### src/rtl/pc_fetch_ctrl.sv
// Y86-64 program counter and fetch sequencer: issues one instruction-memory read
// per instruction, holds the window for decode and loads the next PC on commit.
module pc_fetch_ctrl #(
  parameter logic [63:0] RESET_PC     = 64'h0,
  parameter int unsigned INSTR_W      = 80,
  parameter logic [31:0] RETIRED_INIT = 32'h0
) (
  input  logic               clk_i,
  input  logic               rst_i,
  output logic               imem_req_o,
  output logic [63:0]        imem_addr_o,
  input  logic               imem_ready_i,
  input  logic               imem_rsp_valid_i,
  input  logic [INSTR_W-1:0] imem_rdata_i,
  input  logic               imem_err_i,
  output logic               instr_valid_o,
  output logic [INSTR_W-1:0] instr_o,
  output logic [63:0]        pc_o,
  input  logic               commit_i,
  input  logic [63:0]        next_pc_i,
  output logic               halted_o,
  output logic               err_o,
  output logic [31:0]        retired_cnt_o
);

  localparam int unsigned XLEN  = 64;
  localparam int unsigned CNT_W = 32;
  localparam logic [3:0]  IHALT     = 4'h0;
  localparam logic [3:0]  ICODE_MAX = 4'hB;

  typedef enum logic [2:0] {
    S_REQ  = 3'd0,
    S_WAIT = 3'd1,
    S_HOLD = 3'd2,
    S_HALT = 3'd3,
    S_ERR  = 3'd4
  } state_t;

  state_t               state, state_nxt;
  logic                 req, req_nxt;
  logic                 valid, valid_nxt;
  logic                 halted, halted_nxt;
  logic                 err, err_nxt;
  logic [XLEN-1:0]      pc, pc_nxt;
  logic [INSTR_W-1:0]   instr, instr_nxt;
  logic [CNT_W-1:0]     cnt, cnt_nxt;
  logic [3:0]           icode;

  assign icode = instr[7:4];

  // State and output registers; flag outputs are pre-decoded from the next state
  always_ff @(posedge clk_i) begin
    if (rst_i) begin
      state  <= S_REQ;
      req    <= 1'b0;
      valid  <= 1'b0;
      halted <= 1'b0;
      err    <= 1'b0;
      pc     <= RESET_PC;
      instr  <= '0;
      cnt    <= RETIRED_INIT;
    end else begin
      state  <= state_nxt;
      req    <= req_nxt;
      valid  <= valid_nxt;
      halted <= halted_nxt;
      err    <= err_nxt;
      pc     <= pc_nxt;
      instr  <= instr_nxt;
      cnt    <= cnt_nxt;
    end
  end

  // Next-state and next-register logic
  always_comb begin
    state_nxt = state;
    pc_nxt    = pc;
    instr_nxt = instr;
    cnt_nxt   = cnt;

    unique case (state)
      S_REQ: begin
        // req is low for the first cycle out of reset, so no accept then
        if (req && imem_ready_i) begin
          state_nxt = S_WAIT;
        end
      end
      S_WAIT: begin
        if (imem_rsp_valid_i) begin
          if (imem_err_i) begin
            state_nxt = S_ERR;
          end else begin
            instr_nxt = imem_rdata_i;
            state_nxt = S_HOLD;
          end
        end
      end
      S_HOLD: begin
        if (commit_i) begin
          cnt_nxt = cnt + CNT_W'(1);
          if (icode == IHALT) begin
            state_nxt = S_HALT;
          end else if (icode > ICODE_MAX) begin
            state_nxt = S_ERR;
          end else begin
            pc_nxt    = next_pc_i;
            state_nxt = S_REQ;
          end
        end
      end
      S_HALT: state_nxt = S_HALT;
      S_ERR:  state_nxt = S_ERR;
      default: state_nxt = S_ERR;
    endcase

    req_nxt    = (state_nxt == S_REQ);
    valid_nxt  = (state_nxt == S_HOLD);
    halted_nxt = (state_nxt == S_HALT);
    err_nxt    = (state_nxt == S_ERR);
  end

  assign imem_req_o    = req;
  assign imem_addr_o   = pc;
  assign instr_valid_o = valid;
  assign instr_o       = instr;
  assign pc_o          = pc;
  assign halted_o      = halted;
  assign err_o         = err;
  assign retired_cnt_o = cnt;

endmodule

### config.mk
export PLATFORM = sky130hd
export DESIGN_NAME = pc_fetch_ctrl
export DESIGN_NICKNAME = d
export VERILOG_FILES = /design/src/rtl/pc_fetch_ctrl.sv
export SDC_FILE = /design/constraint.sdc
export NUM_CORES = 1
export LEC_CHECK = 0
export CAP_MARGIN = 0
export CORE_ASPECT_RATIO = 0.5
export CORE_MARGIN = 2
export CORE_UTILIZATION = 39
export DETAILED_ROUTE_END_ITERATION = 12
export HOLD_SLACK_MARGIN = 0.05
export PLACE_DENSITY_LB_ADDON = 0.2
export SKIP_LAST_GASP = 1
export SYNTH_ARGS = -nofsm -noshare
export SYNTH_HDL_FRONTEND = slang
export SYNTH_SLANG_ARGS = --single-unit
### constraint.sdc
create_clock -name clk_i -period 2.1 [get_ports clk_i]
set_clock_uncertainty 0.1 [all_clocks]
set_input_delay 0.42 -clock clk_i [delete_from_list [all_inputs] [get_ports clk_i]]
set_output_delay 0.42 -clock clk_i [all_outputs]
set_load 0.01 [all_outputs]
; Word level (Yosys, flattened, before mapping)
; Index checks and enable logic that the tools add are counted.
[word_totals]
register_bits = 183
output_inout_bits = 244
elab_cells = 33
[classes]
add_sub_neg = 1
magnitude_cmp = 1
eq_ne = 6
mux = 7
bitwise_logic = 3
n_reduce_logical = 7
[ops]
columns = cell, n
row1 = 32-bit by 1-bit adder with 32-bit output (second input constant), 1
row2 = 3-bit 2-to-1 mux, 6
row3 = 3-bit by 2-bit equality test with 1-bit output (second input constant), 4
row4 = 3-bit one-hot mux with 4 select lines, 1
row5 = 3-bit zero test, 2
row6 = 4-bit greater-than comparator (second input constant), 1
row7 = 4-bit zero test, 1
row8 = 4-bit AND reduction, 1
row9 = 3-bit by 1-bit equality test with 1-bit output (second input constant), 1
row10 = 3-bit equality test (second input constant), 1
row11 = 1-bit inverter, 3
row12 = 3-bit AND reduction, 1
row13 = 2-bit AND reduction, 1
row14 = 1-bit logical AND, 1

; Logic depth before layout (Yosys ltp)
; Gate-level depths: netlist (run 1).
[logic_depth]
ltp_word = 6
mapped_depth = 6
ltp_nobuf = 5

; Worst setup path before layout (run 1)
; OpenSTA, ideal clock, no wires.
[synth_path]
kind = register -> register
startpoint = register cnt[0], in the netlist retired_cnt_o[0]
endpoint = register cnt[26], in the netlist retired_cnt_o[26]
setup_ns = 0.070
arrival_ns = 1.664
required_ns = 1.930
setup_slack_ns = 0.265
path_stages_with_launch = 7
n_path_buf = 1
period_less_slack_ns = 1.835
cell_sequence = dfxtp_1 -> ha_1 -> and2_1 -> nand4_2 -> buf_2 -> or4_1 -> a21oi_1
[synth_via]
elab_chain_cells = 1
[synth_lines]
columns = element, line_no
row1 = from (decl), 46  ; logic [CNT_W-1:0] cnt, cnt_nxt;
row2 = from (signal assigned), 70  ; cnt <= cnt_nxt;
row3 = 32-bit by 1-bit adder with 32-bit output, 100  ; cnt_nxt = cnt + CNT_W'(1);
; No other way between the ends.
; A chain may end at the register's enable or synchronous reset.

; Worst setup path after layout (run 1)
[layout_path]
startpoint = register cnt[12], in the netlist retired_cnt_o[12]
endpoint = output port retired_cnt_o[12]
[layout_rtl]
columns = element, line_no
row1 = to (decl), 23  ; output logic [31:0] retired_cnt_o
; No word-level cell between the ends.

==> summary.md, run 1 <==
| Metric | Value |
|---|---|
| Routed WL | `24,100 microns` |
| CP Max Fanout | `6` |
| Share of layout cells above drive strength 1 | `0.0607` |
| Largest net degree at the start of global routing | `65` |
| Buffers on Ports | `slightly below 400` |
| Cell Area, Synth | `roughly 0.0072 sq mm` |
| WP data arrival | `1.52 ns` |
| Die area | `0.0197 sq mm` |
| CP endpoint kind | `primary output` |
| CORE AREA | `about 0.018 sq mm` |
| Inst Count DP | `1,445` |
| Die Span Y | `roughly 100 microns` |
| CTS root buf | `clkbuf_16` |
| Worst skew pair latency | `between 0.4 and 0.5 ns` |
| IO Pins | `between 300 and 400` |
| All-Layer GR Usage | `0.232` |
| Final HPWL DP | `approximately 18,000 microns` |
| Fin crit share | `0.971` |
| Post-synthesis compound-gate area fraction | `0.144` |
| CTS tree | `done` |
| Initial Util | `0.395` |
| P_int | `5.87 mW` |
| Synth area leaders | `dfxtp_1 51%, nand2_1 16%, a21oi_1 12%, buf_4 6.8%, clkbuf_1 2.1%` |
| PD cells | `roughly 630 mW/mm^2` |
| Number of fill cells | `around 1,500` |
| Hold buffer count at cts | `0` |
| Min cycle time layout | `~2 ns` |
| Final non-filler cell total | `~1,500` |
| WP data required | `approximately 1.6 ns` |
| Routed len/inst | `16.3 microns` |
| Mux contribution to synthesized area | `0.00138` |
| Rel. slew slack | `0.706` |
| Net switching power | `1.60 mW` |
| Global route overflow | `0` |
| Iter 0 DRT Violations | `a little under 300` |
| Final GP Congestion | `around 0.80` |
| Post-route ant nets | `0` |
| Largest family of logic cells by synthesized area | `simple AND/OR/NAND/NOR gates` |
| Clock transition at path regs | `approximately 0.06 ns` |
| Clock network fraction of design power | `0.454` |
| Placed Area | `0.0111 sq mm` |
| Cell count after synthesis | `approximately 900` |
| Max Slew Vio Count | `0` |
| Finished Cell Area | `about 0.012 sq mm` |
| Via Count | `7,332` |
| DRC viols | `0` |
| Total power | `7.47 mW` |
| Critical path's largest stage delay | `slightly above 0.6 ns` |
| Post-Synth Adder-Cell Area | `0.00173` |
| Nets | `1,375` |
| RSZ-0062 raised after global routing | `no` |
| Switching part of the total | `0.214` |
| Flop pwr share | `0.472` |
| Critical path's top delay family | `buffers and inverters` |
| XOR/XNOR Fraction of Synth Area | `0.00726` |
| Final core utilization | `0.644` |
| CP Launch Type | `flip-flop` |
| CP bufs+invs | `1` |
| # diodes | `0` |
| Htree depth | `4` |
| Post-synthesis sequential area ratio | `0.506` |
| Critical path, cell by cell | `clkdlybuf4s50_1` |
| CTS buffer count | `17` |
| Layout area overhead | `62.8%` |
| Crit path kind | `flip-flop to primary output` |
| Share of the synthesized area in the top cell type | `0.506` |
| Slowest stage cell, crit path | `clkdlybuf4s50_1` |
| Die extent in x | `approximately 200 microns` |
| FF+latch count, synth | `between 150 and 200` |
| Netlist cell types | `37` |
| Final Hold Fails | `0` |
| Post-synthesis simple-gate area fraction | `0.235` |
| Synth Net Count | `roughly 1,100` |
| HP Class | `primary input to flip-flop` |
| Leak Pwr | `3.94 nW` |
| Number of global-route vias before repair | `around 6,800` |
| Fmax | `between 0.4 and 0.5 GHz` |
| Rows | `35` |
| TritonRoute pass-1 iters | `5` |
| YS warnings | `0` |
| Worst-margin pin slew | `approximately 0.44 ns` |
| Total of max-cap violations | `0` |
| Initial antenna violation count | `0` |
| Clk sink count | `about 180` |
| First-pass GRT wire length | `36,400 microns` |
| Setup violators final | `0` |
| Comb pwr share | `0.074` |
| Worst-case clock buffer depth | `2` |
| Status | `complete, no violations` |
| Worst VDD drop | `~600 uV` |
| Yosys top cell by area | `dfxtp_1` |
| Vias/cell | `about 5.0` |
| Syn avg cell area | `~8 sq um` |
## cell usage after synthesis
master	instances
a21oi_1	171
a31oi_1	2
and2_1	3
and3_1	5
and4_1	4
and4bb_4	1
buf_1	1
buf_2	14
buf_4	66
buf_6	2
clkbuf_1	40
dfxtp_1	183
ha_1	1
inv_1	4
mux2i_1	1
nand2_1	299
nand2b_1	2
nand3_1	10
nand3_2	1
nand3b_1	2
nand4_1	12
nand4_2	1
nand4_4	1
nand4bb_1	1
nor2_1	9
nor2b_1	1
nor3_1	2
nor3_2	1
nor3b_1	1
nor4b_1	1
o21ai_0	9
o221a_2	1
o31ai_1	16
or3_1	10
or4_1	17
xnor2_1	2
xor2_1	4
## cells by family (layout without fill, tap and decap cells)
family                   count (synthesis)  count (layout)
AO/OA/AOI/OAI                          199             199
AND/OR/NAND/NOR                        384             384
XOR/XNOR                                 6               6
adder cells (fa/ha/maj)                  1               1
flip-flops                             183             183
buffers and inverters                  127             462
multiplexers                             1               1
## worst reg2reg max path, stage by stage, from the launching register on
cell     delay, ns
dfxtp_1       0.41
and4_1        0.33
buf_4         0.15
nand4_1       0.20
or4_1         0.52
a21oi_1       0.15
## flip-flops by register name, indices dropped and copies added (netlist names)
name and cells:
halted_o 1, err_o 1, state 3, retired_cnt_o 32, instr_valid_o 1, imem_addr_o 64, instr_o 80, imem_req_o 1
## cell usage in the layout (no fill, tap or decap), types with 3 or more instances in the layout
| cell | count |
|---|---|
| or3_1 | 9 |
| and2_1 | 3 |
| nand2_1 | 299 |
| o21ai_0 | 9 |
| bufinv_16 | 3 |
| nand3_1 | 10 |
| a21oi_1 | 171 |
| nand4_1 | 12 |
| xor2_1 | 4 |
| o31ai_1 | 16 |
| buf_4 | 22 |
| dfxtp_1 | 182 |
| or4_1 | 17 |
| and4_1 | 4 |
| buf_12 | 12 |
| and3_1 | 4 |
| inv_1 | 4 |
| clkbuf_16 | 17 |
| nor2_1 | 9 |
| clkdlybuf4s50_1 | 392 |
| clkbuf_8 | 4 |
## area by class of cell
cell class	count	area [sq um]	area share
clock buffers	22	484	0.0411
clock inverters	9	140	0.0119
inverters	4	15.0	0.00127
multi-input cells	591	2840	0.241
flip-flops and latches	183	3660	0.311
well taps	240	300	0.0255
repair buffers	427	4340	0.368
## metal layers
metal,track usage,share of wire,wire length (microns)
met1,0.277,0.41,9930
met2,0.397,0.49,11800
met3,0.0780,0.078,1870
met4,0.0752,0.021,499
met5,0,0,0
## worst paths after layout
path	start	slack (ns)	endpoint	depth (start not counted)
setup / recovery	retired_cnt_o[12]$_SDFFE_PP0P_	0.06	retired_cnt_o[12]	1
hold / removal	rst_i	0.30	retired_cnt_o[0]$_SDFFE_PP0P_	2
setup reg to reg	retired_cnt_o[10]$_SDFFE_PP0P_	0.17	retired_cnt_o[17]$_SDFFE_PP0P_	5
hold reg to reg	instr_o[55]$_SDFFE_PP0P_	0.36	instr_o[55]$_SDFFE_PP0P_	2
## power by group through the flow
stage                     sequential (mW)  combinational (mW)  clock, mW
after floorplan                      3.62               0.127          0
after global placement               3.60               0.550          0
after detailed placement             3.60               0.552          0
after CTS                            3.52               0.557       3.46
after global routing                 3.53               0.593       3.61
final                                3.52               0.554       3.39
## what timing repair did
action | 4_1_cts | 5_1_grt
resized for setup | 0 | 3
endpoints found under the setup margin | 0 | 6
setup buffers | 0 | 0
## metrics by stage
step | hold WS [ns] | setup WS (ns) | TNS (ns)
2_1_floorplan | 0.381 | 0.265 | 0
3_3_place_gp | 0.341 | -0.185 | -10.31
3_5_place_dp | 0.347 | -0.233 | -13.57
4_1_cts | 0.283 | 0.0122 | 0
5_1_grt | 0.302 | 0.00276 | 0
6_report | 0.296 | 0.0615 | 0
No activity file was read; power rests on OpenSTA's default activity.
==> run 2, diff against run 1 <==
--- a/config.mk
+++ b/config.mk
@@ -8,11 +8,14 @@
 export CAP_MARGIN = 0
 export CORE_ASPECT_RATIO = 0.5
 export CORE_MARGIN = 2
-export CORE_UTILIZATION = 39
+export CORE_UTILIZATION = 41
 export DETAILED_ROUTE_END_ITERATION = 12
+export DONT_BUFFER_PORTS = 1
+export GPL_TIMING_DRIVEN = 0
 export HOLD_SLACK_MARGIN = 0.05
 export PLACE_DENSITY_LB_ADDON = 0.2
 export SKIP_LAST_GASP = 1
+export SLEW_MARGIN = 20
 export SYNTH_ARGS = -nofsm -noshare
 export SYNTH_HDL_FRONTEND = slang
 export SYNTH_SLANG_ARGS = --single-unit
==> summary.md, run 2 (synthesized netlist as in run 1, its figures left out) <==
| Metric | Value |
|---|---|
| Status | `complete, no violations` |
| RSZ-0062 raised after global routing | `no` |
| # diodes | `0 (unchanged)` |
| Total of max-cap violations | `0 (unchanged)` |
| Hold wc startpoint | `imem_rdata_i[57]` |
| Initial Util | `0.418 (+0.0226)` |
| Clk sink count | `183 (unchanged)` |
| Nets | `1,212 (-12%)` |
| PD cells | `754 mW/mm^2 (+19%)` |
| Most frequent cells in the layout | `299 x nand2_1, 171 x a21oi_1, 171 x dfxtp_1` |
| Switching part of the total | `0.224 (+0.00978)` |
| Routed WL | `23,400 microns (-2.8%)` |
| WP data arrival | `2.24 ns (+0.72 ns)` |
| Dpl ws | `-0.0478 ns (+0.185 ns)` |
| CTS buffer count | `17 (unchanged)` |
| First-pass GRT wire length | `35,500 microns (-2.3%)` |
| HP Class | `primary input to flip-flop` |
| RR Startpoint | `retired_cnt_o[15]$_SDFFE_PP0P_` |
| CP endpoint kind | `flip-flop` |
| Flop pwr share | `0.490 (+0.018)` |
| Htree depth | `4 (unchanged)` |
| IO Pins | `394 (unchanged)` |
| Placed Area | `0.00753 sq mm (-32%)` |
| CP Launch Type | `flip-flop` |
| Layout area overhead | `32.7%` |
| Final non-filler cell total | `1,308 (-11%)` |
| Final GP Congestion | `0.823 (+2.7%)` |
| Setup violators final | `0 (unchanged)` |
| Clock network fraction of design power | `0.455 (about the same)` |
| Comb pwr share | `0.056 (-0.018)` |
| Finished Cell Area | `0.00960 sq mm (-18%)` |
| Post-route ant nets | `0 (unchanged)` |
| Die extent in x | `192 microns (-2.4%)` |
| P_int | `5.62 mW (-4.3%)` |
| Number of global-route vias before repair | `6,651 (-2.8%)` |
| Inst Count DP | `1,135 (-21%)` |
| Max Slew Vio Count | `0 (unchanged)` |
| Commonest non-fill, non-tap cell in the layout | `nand2_1` |
| Number of flip-flops in the largest register | `80 (unchanged)` |
| CP Max Fanout | `10 (+4)` |
| Leak Pwr | `3.38 nW (-14%)` |
| Initial antenna violation count | `0 (unchanged)` |
| Final Hold Fails | `0 (unchanged)` |
| CTS root buf | `clkbuf_16` |
| Routed len/inst | `17.9 microns (+9.7%)` |
| Slack of the critical path | `0.104 ns (+0.0427 ns)` |
| Clock transition at path regs | `0.07 ns (about the same)` |
| TritonRoute pass-1 iters | `5 (unchanged)` |
| Die Span Y | `98.0 microns (-2.4%)` |
| Crit path kind | `flip-flop to flip-flop` |
| Global route overflow | `0 (unchanged)` |
| Rows | `34 (-2.9%)` |
| Largest net degree at the start of global routing | `17 (-74%)` |
| Worst skew pair latency | `0.42 ns (about the same)` |
| Worst VDD drop | `556 uV (-7.2%)` |
| Min cycle time layout | `2.00 ns (-0.0427 ns)` |
| Die area | `0.0188 sq mm (-4.7%)` |
| Rel. slew slack | `0.562 (-0.144)` |
| Fin crit share | `0.950 (-0.0203)` |
| WP data required | `2.34 ns (+0.76 ns)` |
| Worst-case clock buffer depth | `2 (unchanged)` |
| Buffers on Ports | `0 (-100%)` |
| Iter 0 DRT Violations | `370 (+25%)` |
| Worst-margin pin slew | `0.657 ns (+0.217 ns)` |
| Fmax | `0.501 GHz (+2.1%)` |
| Setup_tns | `0 ns (unchanged)` |
| CTS tree | `done` |
| Crit. Startpoint | `retired_cnt_o[15]$_SDFFE_PP0P_` |
| Via Count | `6,740 (-8.1%)` |
| DRC viols | `0 (unchanged)` |
| Final HPWL DP | `16,700 microns (-4.9%)` |
| Net switching power | `1.62 mW (+1.4%)` |
| CORE AREA | `0.0173 sq mm (-5.4%)` |
| All-Layer GR Usage | `0.241 (+0.00942)` |
| Vias/cell | `5.15 (+3.7%)` |
| Share of layout cells above drive strength 1 | `0.129 (+0.0687)` |
==> run 2: per-stage QoR <==
stage                     utilization  power [mW]  hold WS (ns)
after detailed placement        0.435        3.80         0.394
after CTS                       0.552        7.33        0.0582
after global placement          0.435        3.80         0.392
after floorplan                     -        3.74         0.381
after global routing            0.555        7.52        0.0657
final                           0.555        7.24        0.0798
==> run 2: final timing paths <==
path	end	slack [ns]	depth (start not counted)
hold / removal	instr_o[57]$_SDFFE_PP0P_	0.08	2
setup reg to reg	retired_cnt_o[25]$_SDFFE_PP0P_	0.10	5
setup / recovery	retired_cnt_o[25]$_SDFFE_PP0P_	0.10	5
hold reg to reg	instr_o[43]$_SDFFE_PP0P_	0.40	2
==> run 2: cell type report <==
type	instances	area (sq um)
Fill cell	1535	7710
Clock inverter	13	169
Sequential cell	183	3680
Tap cell	234	293
Buffer	121	744
Clock buffer	19	433
Timing Repair Buffer	143	1430
Inverter	4	15.0
Multi-Input combinational cell	591	2840
==> run 2: what timing repair did <==
item / in CTS / in global routing
setup endpoints to repair: 21 / 101
resized for setup: 4 / 25
pin swaps: 0 / 0
hold buffers: 142 / 0
hold endpoints to repair: 142 / 0
buffers inserted: 0 / 1
==> run 2: routing by layer <==
metal,GRT usage,share of wire
met1,0.279,0.40
met2,0.416,0.50
met4,0.0870,0.021
met3,0.0812,0.082
met5,0,0
==> run 2: power groups by stage <==
stage	Sequential [mW]	Combinational, mW	Clock, mW
6_report	3.55	0.403	3.29
5_1_grt	3.55	0.437	3.53
4_1_cts	3.55	0.397	3.38
3_5_place_dp	3.63	0.176	0
3_3_place_gp	3.63	0.173	0
2_1_floorplan	3.62	0.127	0
==> run 2: critical path, cell delays in order (launching register included) <==
cell,delay (ns)
dfxtp_1,0.50
and4_1,0.29
nand4_1,0.20
clkbuf_4,0.26
or4_1,0.41
a21oi_1,0.17
